**src/rtl/fb_pkg.sv**
```systemverilog
// Shared geometry, op encodings, state encoding and pixel-op helper for the
// 1-bpp frame-buffer plot controller. FB_FILL_EN adds the FILL state.
package fb_pkg;

    localparam int unsigned H_ACTIVE = 800;
    localparam int unsigned V_ACTIVE = 480;
    localparam int unsigned H_TOTAL  = 1056;
    localparam int unsigned WORDS    = 24000;

    localparam logic [1:0] OP_SET = 2'b00;
    localparam logic [1:0] OP_CLR = 2'b01;
    localparam logic [1:0] OP_TGL = 2'b10;
    localparam logic [1:0] OP_RSV = 2'b11;

    typedef enum logic [2:0] {
        IDLE = 3'd0,
        RD   = 3'd1,
        MOD  = 3'd2,
`ifdef FB_FILL_EN
        WR   = 3'd3,
        FILL = 3'd4
`else
        WR   = 3'd3
`endif
    } state_e;

    // Apply a set/clear/toggle to one bit of a frame-buffer word.
    function automatic logic [15:0] apply_op(input logic [15:0] w,
                                             input logic [3:0]  b,
                                             input logic [1:0]  op);
        logic [15:0] m;
        m = 16'h0001 << b;
        case (op)
            OP_SET:  return w | m;
            OP_CLR:  return w & ~m;
            OP_TGL:  return w ^ m;
            default: return w;
        endcase
    endfunction

endpackage

```
**src/rtl/fb_addr_calc.sv**
```systemverilog
// Pixel (x, y) to frame-buffer word address and bit index, combinational.
module fb_addr_calc
    import fb_pkg::*;
(
    input  logic [10:0] x,
    input  logic [10:0] y,
    output logic [15:0] word,
    output logic [3:0]  bit_idx
);

    logic [18:0] idx;

    // Linear pixel index at 19 bits; word is idx>>4 widened to 16 bits.
    always_comb begin
        idx     = 19'(x) + 19'(y) * 19'(H_ACTIVE);
        word    = {1'b0, idx[18:4]};
        bit_idx = idx[3:0];
    end

endmodule

```
**src/rtl/fb_rmw_ctrl.sv**
```systemverilog
// Pixel-plot read-modify-write controller for the 800x480 1-bpp frame buffer.
// Borrows the vga_ram read port only in blanking. Define FB_FILL_EN to add
// the fill_start/fill_pattern ports and the whole-buffer FILL state.
module fb_rmw_ctrl
    import fb_pkg::*;
(
    input  logic        clk,
    input  logic        reset,
    input  logic [10:0] vga_h,
    input  logic [10:0] vga_v,
    input  logic        req_valid,
    output logic        req_ready,
    input  logic [10:0] req_x,
    input  logic [10:0] req_y,
    input  logic [1:0]  req_op,
    output logic [15:0] ram_read_address,
    input  logic [15:0] ram_q,
    output logic [15:0] ram_write_address,
    output logic [15:0] ram_data,
    output logic        ram_we,
    output logic        busy,
`ifdef FB_FILL_EN
    input  logic        fill_start,
    input  logic [15:0] fill_pattern,
`endif
    output logic        err_oob
);

    state_e      state_q, state_d;
    logic [15:0] word_q, word_d;
    logic [3:0]  bit_q, bit_d;
    logic [1:0]  op_q, op_d;
    logic [15:0] ram_data_q, ram_data_d;
    logic [15:0] ram_write_address_q, ram_write_address_d;
    logic        err_oob_q, err_oob_d;
    logic        fwd_valid_q, fwd_valid_d;

    logic [15:0] req_word, disp_word;
    logic [3:0]  req_bit, disp_bit_unused;
    logic        vblank, hblank, win, req_oob, handshake, fill_go;
    logic [15:0] mod_base;

    fb_addr_calc u_req_addr (
        .x       (req_x),
        .y       (req_y),
        .word    (req_word),
        .bit_idx (req_bit)
    );

    fb_addr_calc u_disp_addr (
        .x       (vga_h),
        .y       (vga_v),
        .word    (disp_word),
        .bit_idx (disp_bit_unused)
    );

    // Start window and request handshake; fill_start outranks a plot request.
    always_comb begin
`ifdef FB_FILL_EN
        fill_go = (state_q == IDLE) && fill_start;
`else
        fill_go = 1'b0;
`endif
        vblank    = vga_v >= 11'(V_ACTIVE);
        hblank    = vga_h >= 11'(H_ACTIVE);
        win       = (hblank || vblank) && (vblank || (vga_h < 11'(H_TOTAL - 2)));
        req_oob   = (req_x >= 11'(H_ACTIVE)) || (req_y >= 11'(V_ACTIVE));
        req_ready = (state_q == IDLE) && win && !fill_go;
        handshake = req_valid && req_ready;
    end

    // Read data for the modify step; the last written word is forwarded on a hit.
    always_comb begin
        mod_base = (fwd_valid_q && (word_q == ram_write_address_q)) ? ram_data_q : ram_q;
    end

    // Next-state and datapath updates.
    always_comb begin
        state_d             = state_q;
        word_d              = word_q;
        bit_d               = bit_q;
        op_d                = op_q;
        ram_data_d          = ram_data_q;
        ram_write_address_d = ram_write_address_q;
        err_oob_d           = 1'b0;
        fwd_valid_d         = fwd_valid_q;
        case (state_q)
            IDLE: begin
`ifdef FB_FILL_EN
                if (fill_go) begin
                    state_d             = FILL;
                    ram_write_address_d = '0;
                    ram_data_d          = fill_pattern;
                end else
`endif
                if (handshake) begin
                    if (req_oob) begin
                        err_oob_d = 1'b1;
                    end else if (req_op != OP_RSV) begin
                        word_d  = req_word;
                        bit_d   = req_bit;
                        op_d    = req_op;
                        state_d = RD;
                    end
                end
            end
            RD: begin
                state_d = MOD;
            end
            MOD: begin
                ram_data_d          = apply_op(mod_base, bit_q, op_q);
                ram_write_address_d = word_q;
                state_d             = WR;
            end
            WR: begin
                fwd_valid_d = 1'b1;
                state_d     = IDLE;
            end
`ifdef FB_FILL_EN
            FILL: begin
                // The write-address register doubles as the fill counter, so
                // the last filled word is also a valid forwarding source.
                fwd_valid_d = 1'b1;
                if (ram_write_address_q == 16'(WORDS - 1)) begin
                    state_d = IDLE;
                end else begin
                    ram_write_address_d = ram_write_address_q + 16'd1;
                end
            end
`endif
            default: begin
                state_d = IDLE;
            end
        endcase
    end

    // State and datapath registers.
    always_ff @(posedge clk or posedge reset) begin
        if (reset) begin
            state_q             <= IDLE;
            word_q              <= '0;
            bit_q               <= '0;
            op_q                <= '0;
            ram_data_q          <= '0;
            ram_write_address_q <= '0;
            err_oob_q           <= 1'b0;
            fwd_valid_q         <= 1'b0;
        end else begin
            state_q             <= state_d;
            word_q              <= word_d;
            bit_q               <= bit_d;
            op_q                <= op_d;
            ram_data_q          <= ram_data_d;
            ram_write_address_q <= ram_write_address_d;
            err_oob_q           <= err_oob_d;
            fwd_valid_q         <= fwd_valid_d;
        end
    end

    // Output decode.
    always_comb begin
        ram_read_address  = (state_q == RD) ? word_q : disp_word;
        ram_write_address = ram_write_address_q;
        ram_data          = ram_data_q;
        err_oob           = err_oob_q;
        busy              = state_q != IDLE;
`ifdef FB_FILL_EN
        ram_we            = (state_q == WR) || (state_q == FILL);
`else
        ram_we            = state_q == WR;
`endif
    end

endmodule

```
**config.mk**
```make
export PLATFORM = sky130hd
export DESIGN_NAME = fb_rmw_ctrl
export DESIGN_NICKNAME = d
export VERILOG_FILES = /design/src/rtl/fb_pkg.sv /design/src/rtl/fb_addr_calc.sv /design/src/rtl/fb_rmw_ctrl.sv
export SDC_FILE = /design/constraint.sdc
export NUM_CORES = 1
export LEC_CHECK = 0
export BUFFER_PORTS_ARGS = -buffer_cell sky130_fd_sc_hd__buf_2
export CAP_MARGIN = 40
export CORE_ASPECT_RATIO = 1.2
export CORE_MARGIN = 2
export CORE_UTILIZATION = 58
export DETAILED_ROUTE_END_ITERATION = 10
export PLACE_DENSITY = 0.89
export REMOVE_ABC_BUFFERS = 1
export SLEW_MARGIN = 20
export SYNTH_ARGS = -nofsm -noshare
export SYNTH_HDL_FRONTEND = slang
export SYNTH_SLANG_ARGS = --single-unit
```
**constraint.sdc**
```tcl
create_clock -name clk -period 5.7 [get_ports clk]
set_input_delay 1.14 -clock clk [delete_from_list [all_inputs] [get_ports clk]]
set_output_delay 1.14 -clock clk [all_outputs]
set_load 0.05 [all_outputs]
```
== Yosys cells after proc, flatten, opt, wreduce, memory -nomap -nowiden ==
Index checks and enable logic that the tools add are counted.

* ROM bits: 0
* RAM bits: 0
* Output and inout port bits: 52
* Logic and storage cells: 55
* Bits of input ports: 65
* Register bits: 57
* Bits in latches: 0
* Memories kept: 0

* Shift-type cells: 1
* Multipliers: 2
* Bitwise logic cells: 5
* Magnitude comparators: 5
* Divide/modulo/power cells: 0
* Reduce and logical (&&, ||, !) cells: 12
* Equality and inequality tests: 10
* Mux-type cells: 10
* Add/subtract/negate cells: 2

{| class="wikitable"
|+ Operators with widths
! kind !! count
|-
| one-hot mux 16 bit (3 select lines) || 1
|-
| adder 11 x 19 -> 19 bit || 2
|-
| multiplier 11 x 5 -> 14 bit (second input constant) || 2
|-
| >= comparator 11 x 10 -> 1 bit (second input constant) || 2
|-
| >= comparator 11 x 9 -> 1 bit (second input constant) || 2
|-
| bitwise AND 16 bit || 1
|-
| 2-to-1 mux 16 bit || 1
|-
| NOT 16 bit || 1
|-
| OR 16 bit || 1
|-
| left shift 1 x 4 -> 16 bit (first input constant) || 1
|-
| bitwise XOR 16 bit || 1
|-
| equality test 15 bit || 1
|-
| 2-to-1 mux 15 bit || 1
|-
| less-than comparator 11 bit (second input constant) || 1
|-
| 2-to-1 mux 3 bit || 3
|-
| one-hot mux 3 bit (3 select lines) || 1
|-
| equality test 3 x 2 -> 1 bit (second input constant) || 2
|-
| inequality test 2 bit (second input constant) || 3
|-
| logical AND 1 bit || 4
|-
| AND reduction 4 bit || 1
|-
| equality test 3 x 1 -> 1 bit (second input constant) || 1
|-
| logical NOT 3 bit || 1
|-
| logical OR 1 bit || 3
|-
| 2-to-1 mux 1 bit || 3
|-
| other kinds (7) || 7
|}

== Logic depth before layout (Yosys ltp) ==
Gate-level depths: netlist of the first run.

* Depth in word-level cells: 7
* Gate-level depth with buffers: 15
* Gate-level depth less buffers: 15

== Hierarchy ==
Synthesis of the first run repeated with hierarchy kept, for this count alone.

* Cell total of the unflattened synthesis: 718
* Area total of the unflattened synthesis: 6800.3 um2

{| class="wikitable"
|+ Modules (own cells, without submodules)
! module !! cells an instance !! area an instance (um2) !! times used !! sequential area each (um2)
|-
| fb_rmw_ctrl || 391 || 4164.0 || 1 || 1451.4
|-
| fb_addr_calc (u_disp_addr) || 164 || 1322.5 || 1 || 0.0
|-
| fb_addr_calc (u_req_addr) || 163 || 1313.8 || 1 || 0.0
|}

== Worst setup path after synthesis of the first run ==
Ideal clock, no wire load.

* Path type: input port to output port
* Start: input vga_v[4]
* End: output ram_read_address[13]
* Arrival: 4.916 ns
* Required time: 4.560 ns
* Buffers on the path: 0
* Slack: -0.356 ns
* Stages: 15
* Path through: inv_1 ha_1 inv_1 ha_1 inv_1 fa_1 inv_1 ha_1 a21oi_1 nand2_1 o2111ai_1 o211ai_1 a2111oi_2 xnor2_1 o21ai_0

* Cells in the longest elaborated chain, start to end: 3

{| class="wikitable"
|+ Ends and longest elaborated chain
! element !! RTL line !! source
|-
| start, declared || fb_rmw_ctrl.sv:10 || <nowiki>input logic [10:0] vga_v,</nowiki>
|-
| multiplier 11 x 5 -> 14 bit || fb_addr_calc.sv:15 || <nowiki>idx = 19'(x) + 19'(y) * 19'(H_ACTIVE);</nowiki>
|-
| adder 11 x 19 -> 19 bit || fb_addr_calc.sv:15 ||
|-
| 2-to-1 mux 15 bit || fb_rmw_ctrl.sv:162 || <nowiki>ram_read_address = (state_q == RD) ? word_q : disp_word;</nowiki>
|-
| end, declared || fb_rmw_ctrl.sv:16 || <nowiki>output logic [15:0] ram_read_address,</nowiki>
|}

No other way between the ends.

== Final worst setup path of the first run ==
* Start: input vga_v[3]
* End: output ram_read_address[13]

The elaborated chain is that of the path after synthesis.

==> results of run 1 <==
## worst paths after layout
check,end
max,ram_read_address[13]
min in group asynchronous,ram_data[2]
min,fwd_valid_q
max reg2reg,ram_data[7]
min reg2reg,fwd_valid_q
max in group asynchronous,ram_write_address[4]
## power breakdown
| group | total (uW) | switching [uW] | internal, uW |
|---|---|---|---|
| logic | 2480 | 1600 | 883 |
| clock network | 363 | 153 | 210 |
| registers | 800 | 220 | 580 |
| total | 3650 | 1970 | 1670 |
## synth_stat cells (all sizes together), types with 11 or more instances
master / instances / area share [%]
fa: 14 / 4.4
mux2i: 24 / 3.8
o221ai: 12 / 1.6
ha: 122 / 24
o21ai: 29 / 2.3
a21oi: 39 / 3.1
dfrtp: 56 / 22
xnor2: 37 / 5.1
mux2: 31 / 5.5
nor2: 45 / 2.6
clkbuf: 13 / 0.76
nand3: 13 / 1.0
xor2: 11 / 1.5
nand2: 40 / 2.4
a211o: 14 / 1.9
inv: 99 / 5.8
nor3: 12 / 0.94
## sequential cells by signal, summed over array words and instances (netlist names)
name,flops
word_q,15
bit_q,4
ram_write_address,15
state_q,2
fwd_valid_q,1
op_q,2
err_oob,1
ram_data,16
## metal layers
layer	vias up	wire length (um)
li1	2701	-
met1	2683	6340
met2	209	8210
met3	31	953
met4	0	396
met5	-	0
## final cells by class
cell class / count / area (um2)
Fill cell: 817 / 3430
Timing Repair Buffer: 128 / 704
Clock inverter: 2 / 38.8
Sequential cell: 56 / 1400
Inverter: 99 / 372
Clock buffer: 6 / 129
Tap cell: 132 / 165
Multi-Input combinational cell: 535 / 4640
## worst max-delay path: stages
cell and delay (ns):
buf_2 0.13, ha_1 0.30, ha_1 0.29, inv_1 0.05, fa_1 0.50, inv_1 0.04
ha_1 0.37, inv_1 0.09, o21bai_1 0.18, xor2_1 0.24, nand4_1 0.19, buf_4 0.20
a2111oi_4 0.33, xnor2_1 0.14, o21ai_1 0.14, buf_4 0.21
## metrics by stage
stage	setup WS, ns	setup TNS (ns)	cells
2_1_floorplan	-0.356	-0.892	690
3_3_place_gp	0.0795	0	946
3_5_place_dp	-0.00225	-0.00225	947
4_1_cts	0.0224	0	955
5_1_grt	-0.0595	-0.109	958
6_report	0.0160	0	958
## logic make-up after synthesis
logic type               after synthesis
AND/OR/NAND/NOR                      156
AO/OA/AOI/OAI                        138
adder cells (fa/ha/maj)              136
buffers and inverters                121
flip-flops                            56
multiplexers                          55
XOR/XNOR                              48
other                                  1
## repair_timing
| item | CTS | global route |
|---|---|---|
| pin swaps | 0 | 4 |
| setup endpoints to repair | 2 | 4 |
| gates resized for setup | 2 | 17 |
| buffers inserted | 0 | 1 |
==> results.cfg, run 1 <==
[grt]
use_met3_pct = 2.58
met1_usage_pct = 31.7
grt_max_degree = 57
track_usage_pct = 25.9
grt_pass1_vias = 5483
grt_antenna_before_repair = 0
grt_first_pass_wirelength_um = 25100
use_met2_pct = 47.5
grt.busiest_layer = met2
overflow = 0

[sta]
hold_viol = 0
period_minus_slack_ns = 5.68
slew_viol_final = 0
post-route-period-util_pct = 99.7
timing.fmax_ghz = 0.176
slew_headroom_pct = 49.3
whs_ns = 0.485
fin_worst_skew_ns = 0.0111
setup_viol = 0
worst_pin_slew_ns = 0.753

[finish]
syn_to_final_growth_pct = 16.5
fin_nets = 1026
final_util_pct = 68.4
postLayoutCellArea_um2 = 7450
n_antenna_cell = 0
most-common-layout-cells = ha_1, buf_2, inv_1, dfrtp_1, nor2_1
drive_gt1_share_pct = 23.4
final_common_cell = ha_1

[routing]
drtAntennaViolNets = 0
routed_wl_um = 15900
drc = 0
routed_via_density = 5.87
via_count = 5624
drtIter0Drc = 259
wl_per_cell_um = 16.6
firstDrtPassIters = 6

[die]
dieArea_um2 = 11900
io_pins = 117
die_w_um = 99.8
num_rows = 42
die_height_um = 119
start_util_pct = 58.8
core_um2 = 10900

[synth]
synth_seq_cells = 56
synth_top_family_by_area = adder cells
syn_area_um2 = 6390
avgSynthCellArea_um2 = 8.99
synth_xor_area_share_pct = 6.58
synth_compound_area_share_pct = 14.7
synthArstFlopShare_pct = 100
ys_warn_count = 0
synth_top_flop_cell = dfrtp_1
synth_mux_area_share_pct = 9.22
synth-edff-count = 0
ys_seq_area_share_pct = 21.9
ys_types = 61
synth-simple-area-share_pct = 11.9
synthAdderAreaFrac_pct = 28.3
synth_cells = 711

[worst_setup_path]
cp_max_fo = 6
endpoint_kind = output pin
reg2reg_depth = 9
r2r-start = word_q[12]
crit_type = in -> out
critPathRequiredTime_ns = 4.56
crit_path_start_kind = primary input
ff2ff_setup_slack_ns = 3.04
critPathArrivalTime_ns = 4.54
cp-startpoint = vga_v[3]

[placement]
place.gp.congestion = 0.857
hpwlAfterDp_um = 12000
io_buffers = 113
place_area_um2 = 7150

[flow_run]
max_cap_viol_count = 0

[clock_tree]
max-clock-path-buffers = 2
insertion_delay_ns = 0.30
path_clk_slew_ns = 0.08
h-tree-depth = 2
cts_inserted_buffers = 5
cts_root_buf = clkbuf_16
cts.sinks = 56
cts_hold_buf = 0
cts_tree = built

[power]
power.density_nw_per_um2 = 490
irDropWorstVdd_v = 0.000662
p_total_uw = 3650
p_leak_uw = 0.00374

[run_status]
status = finished clean

[min_path]
hold_depth = 1
hp-start = fwd_valid_q
hold_class = reg -> reg
(Power assumes the default switching activity.)
==> run 2, diff against run 1 <==
--- a/config.mk
+++ b/config.mk
@@ -12,7 +12,6 @@
 export CORE_UTILIZATION = 58
 export DETAILED_ROUTE_END_ITERATION = 10
 export PLACE_DENSITY = 0.89
-export REMOVE_ABC_BUFFERS = 1
 export SLEW_MARGIN = 20
 export SYNTH_ARGS = -nofsm -noshare
 export SYNTH_HDL_FRONTEND = slang
==> results.cfg, run 2 (synthesized netlist as in run 1, its figures left out) <==
[die]
io_pins = 117
core_um2 = 10900
die_height_um = 119
dieArea_um2 = 11900
num_rows = 42
die_w_um = 99.8
start_util_pct = 58.8

[routing]
drtAntennaViolNets = 0
routed_wl_um = 15100
drc = 0
wl_per_cell_um = 15.7
firstDrtPassIters = 5
drtIter0Drc = 207
via_count = 5498
routed_via_density = 5.74

[finish]
postLayoutCellArea_um2 = 7430
largest_reg_flops = 16
most-common-layout-cells = ha_1, buf_2, inv_1, dfrtp_1, nor2_1
syn_to_final_growth_pct = 16.1
drive_gt1_share_pct = 23.4
fin_nets = 1026
final_common_cell = ha_1
n_fill_cell = 862
n_antenna_cell = 0

[power]
p_leak_uw = 0.00373
irDropWorstVdd_v = 0.000635
power.density_nw_per_um2 = 480

[grt]
track_usage_pct = 25.3
grt_antenna_before_repair = 0
grt_pass1_vias = 5499
grt_max_degree = 57
overflow = 0
grt_first_pass_wirelength_um = 24800

[sta]
setup_viol = 0
whs_ns = 0.488
timing.fmax_ghz = 0.179
worst_pin_slew_ns = 0.760
rsz0062_at_grt = yes
fin_worst_skew_ns = 0.0127
period_minus_slack_ns = 5.59
post-route-period-util_pct = 98.0
slew_headroom_pct = 49.2
hold_viol = 0
slew_viol_final = 0

[worst_setup_path]
crit_path_start_kind = primary input
critPathArrivalTime_ns = 4.45
cp_max_fo = 5
crit_path_frequent_cell = inv_1
endpoint_kind = output pin
crit_type = in -> out
path_cells = buf_2 -> inv_1 -> ha_1 -> inv_1 -> ha_1 -> inv_1 -> fa_1 -> inv_1 -> ha_2 -> a21oi_2 -> nand2_1 -> o21ai_1 -> nand4_1 -> a2111oi_4 -> xnor2_1 -> o21ai_1 -> clkbuf_4
cpPeakStageDelay_ns = 0.50
critPathRequiredTime_ns = 4.56
slowest_stage = fa_1

[flow_run]
max_cap_viol_count = 0

[placement]
place_area_um2 = 7160
hpwlAfterDp_um = 11900
place.gp.congestion = 0.864
io_buffers = 113

[clock_tree]
path_clk_slew_ns = 0.08
cts_hold_buf = 0
cts_root_buf = clkbuf_16
cts.sinks = 56
insertion_delay_ns = 0.29
max-clock-path-buffers = 2
h-tree-depth = 2
cts_inserted_buffers = 5
cts_tree = built

[run_status]
status = finished clean

[min_path]
hold_class = reg -> reg
run 2: changes by cell type in the layout (fill, tap and decap cells not counted), moves of 2 or more:
cell      delta
o21ai_0      -2
clkbuf_4     +2
buf_4        -2
o21ai_1      +2
run 2: path summary, 6_finish.rpt:
path,startpoint,end,cells past startpoint,slack (ns)
worst max-delay path,vga_v[4],ram_read_address[13],17,0.11
worst min-delay path,fwd_valid_q,fwd_valid_q,1,0.49
worst max register to register,word_q[12],ram_data[13],9,3.04
worst min register to register,fwd_valid_q,fwd_valid_q,1,0.49
max in group asynchronous,reset,ram_write_address[12],3,4.18
min in group asynchronous,reset,word_q[0],3,1.03
run 2: area by class of cell:
class / count / area, um2 / share of cell area (%)
Timing Repair Buffer: 128 / 704 / 9.49
Inverter: 99 / 372 / 5.00
Multi-Input combinational cell: 535 / 4640 / 62.5
Sequential cell: 56 / 1400 / 18.9
Clock inverter: 1 / 8.76 / 0.118
Tap cell: 132 / 165 / 2.22
Clock buffer: 7 / 133 / 1.79
run 2: through the flow:
step / TNS, ns / power (uW) / utilization, % / cells / setup WS [ns]
after floorplan: 0 / 2610 / - / 712 / 0.0192
after global placement: 0 / 3100 / 65.7 / 946 / 0.0626
after detailed placement: 0 / 3170 / 65.8 / 947 / 0.0372
after CTS: 0 / 3480 / 67.1 / 955 / 0.0230
after global routing: -0.511 / 3830 / 68.3 / 958 / -0.191
final: 0 / 3560 / 68.3 / 958 / 0.114
run 2: critical path, delay by kind of cell:
family | cells | cell delay (ns)
compound gates | 4 | 0.88
xor+xnor | 1 | 0.12
fa+ha+maj | 4 | 1.34
buf+inv | 6 | 0.56
simple gates | 2 | 0.40
run 2: per-layer routing:
metal	share of wire, %	global-route usage, %
met1	41	30.5
met2	51	45.9
met5	0	0
met3	4.9	3.93
met4	3.0	7.96
run 2: timing repair:
item	4_1_cts	5_1_grt
resized for setup	0	20
setup endpoints to repair	0	4
buffers inserted	0	1
run 2: power by group:
| group | total (uW) | switching [uW] | internal, uW | leakage [uW] |
|---|---|---|---|---|
| clock network | 302 | 138 | 164 | 0.0000681 |
| registers | 798 | 217 | 581 | 0.000664 |
| logic | 2460 | 1580 | 880 | 0.00300 |
==> run 3, diff against run 2 <==
--- a/config.mk
+++ b/config.mk
@@ -9,9 +9,9 @@
 export CAP_MARGIN = 40
 export CORE_ASPECT_RATIO = 1.2
 export CORE_MARGIN = 2
-export CORE_UTILIZATION = 58
+export CORE_UTILIZATION = 52
 export DETAILED_ROUTE_END_ITERATION = 10
-export PLACE_DENSITY = 0.89
+export PLACE_DENSITY = 0.84
 export SLEW_MARGIN = 20
 export SYNTH_ARGS = -nofsm -noshare
 export SYNTH_HDL_FRONTEND = slang
==> constraint.sdc (replaced) <==
create_clock -name clk -period 5 [get_ports clk]
set_input_delay 1 -clock clk [delete_from_list [all_inputs] [get_ports clk]]
set_output_delay 1 -clock clk [all_outputs]
set_load 0.05 [all_outputs]
==> results.cfg, run 3 (synthesized netlist as in run 1, its figures left out) <==
[placement]
placed_cells_incl_taps = 1000
place_area_um2 = 7460
io_buffers = 113
pre_cts_ws_ns = -0.270
hpwlAfterDp_um = 12400
place.gp.congestion = 0.888

[clock_tree]
path_clk_slew_ns = 0.07
cts_tree = built
cts.sinks = 56
h-tree-depth = 2
cts_inserted_buffers = 5
cts_root_buf = clkbuf_16
max-clock-path-buffers = 2
insertion_delay_ns = 0.29

[finish]
fin_nets = 1059
largest_reg_flops = 16
most-common-layout-cells = buf_2, ha_1, inv_1, dfrtp_1
n_antenna_cell = 0
layoutNonFillerInstCount = 1020
drive_gt1_share_pct = 31.9
syn_to_final_growth_pct = 27.5
postLayoutCellArea_um2 = 8150
final_common_cell = buf_2

[sta]
worst_pin_slew_ns = 0.734
slew_viol_final = 0
slew_headroom_pct = 51.0
rsz0062_at_grt = yes
period_minus_slack_ns = 5.14
setup_viol = 4
timing.fmax_ghz = 0.194
whs_ns = 0.510
post-route-period-util_pct = 103
setup_slack_ns = -0.144
fin_worst_skew_ns = 0.00715
hold_viol = 0

[die]
num_rows = 44
start_util_pct = 53.0
die_height_um = 125
io_pins = 117
core_um2 = 12100
die_w_um = 105
dieArea_um2 = 13200

[routing]
firstDrtPassIters = 5
drtAntennaViolNets = 0
wl_per_cell_um = 17.6
routed_via_density = 5.76
via_count = 5877
routed_wl_um = 17900
drc = 0
drtIter0Drc = 292

[grt]
track_usage_pct = 25.4
grt_max_degree = 57
overflow = 0
grt_pass1_vias = 5884
grt_first_pass_wirelength_um = 27600
grt_antenna_before_repair = 0

[flow_run]
max_cap_viol_count = 0

[run_status]
violations = negative setup slack
status = complete, but fails checks

[worst_setup_path]
endpoint_kind = output pin
crit_type = in -> out
ff2ff_setup_slack_ns = 2.31
critPathArrivalTime_ns = 4.14
cp_max_fo = 4
crit_path_start_kind = primary input
critPathRequiredTime_ns = 4.00

[power]
p_leak_uw = 0.00393
p_total_uw = 4470
irDropWorstVdd_v = 0.000703
power.density_nw_per_um2 = 548

[min_path]
hold_class = reg -> reg
run 3: where the power goes:
part	internal (uW)	leakage, uW	total, uW	switching, uW
clock network	201	0.0000772	366	165
registers	662	0.000664	918	256
logic	1230	0.00318	3180	1950
total	2090	0.00393	4470	2380
run 3: stage by stage:
step | TNS (ns) | util [%]
4_1_cts | -0.0291 | 65.2
2_1_floorplan | -0.00711 | -
5_1_grt | -1.03 | 67.6
6_report | -0.360 | 67.6
3_3_place_gp | -0.621 | 61.7
3_5_place_dp | -0.900 | 61.9
run 3: what timing repair did:
| action | 4_1_cts | 5_1_grt |
|---|---|---|
| hold buffers | 0 | 0 |
| setup endpoints to repair | 4 | 8 |
| setup buffers | 5 | 7 |
| resized for setup | 41 | 47 |
| pin swaps | 27 | 26 |
run 3: layout make-up:
cell class | count | area [um2]
Sequential cell | 56 | 1400
Multi-Input combinational cell | 535 | 5010
Clock inverter | 2 | 13.8
Inverter | 99 | 374
Timing Repair Buffer | 161 | 1010
Tap cell | 161 | 201
Clock buffer | 6 | 139
Fill cell | 893 | 3910
run 3: worst paths after layout:
path | from | end | cells past startpoint
min in group asynchronous | reset | ram_data[13] | 3
min | fwd_valid_q | fwd_valid_q | 1
max reg2reg | ram_write_address[12] | ram_data[0] | 11
max in group asynchronous | reset | word_q[9] | 3
max | vga_v[4] | ram_read_address[14] | 18
min reg2reg | fwd_valid_q | fwd_valid_q | 1
run 3: worst max-delay path, stage by stage:
cell,delay [ns]
buf_12,0.09
inv_4,0.04
ha_4,0.26
inv_2,0.05
ha_4,0.27
inv_2,0.03
fa_1,0.51
inv_2,0.05
ha_4,0.29
and4_4,0.27
or3_4,0.13
nand4_1,0.13
buf_4,0.18
nor3_4,0.19
buf_6,0.13
a31oi_4,0.08
o31ai_4,0.24
buf_6,0.19
run 3: metal layers:
metal	share of wire (%)	up-vias	GRT usage (%)
li1	-	2769	-
met1	41	2823	30.4
met2	50	230	46.3
met3	5.3	55	3.18
met4	3.7	0	9.41
met5	0	-	0
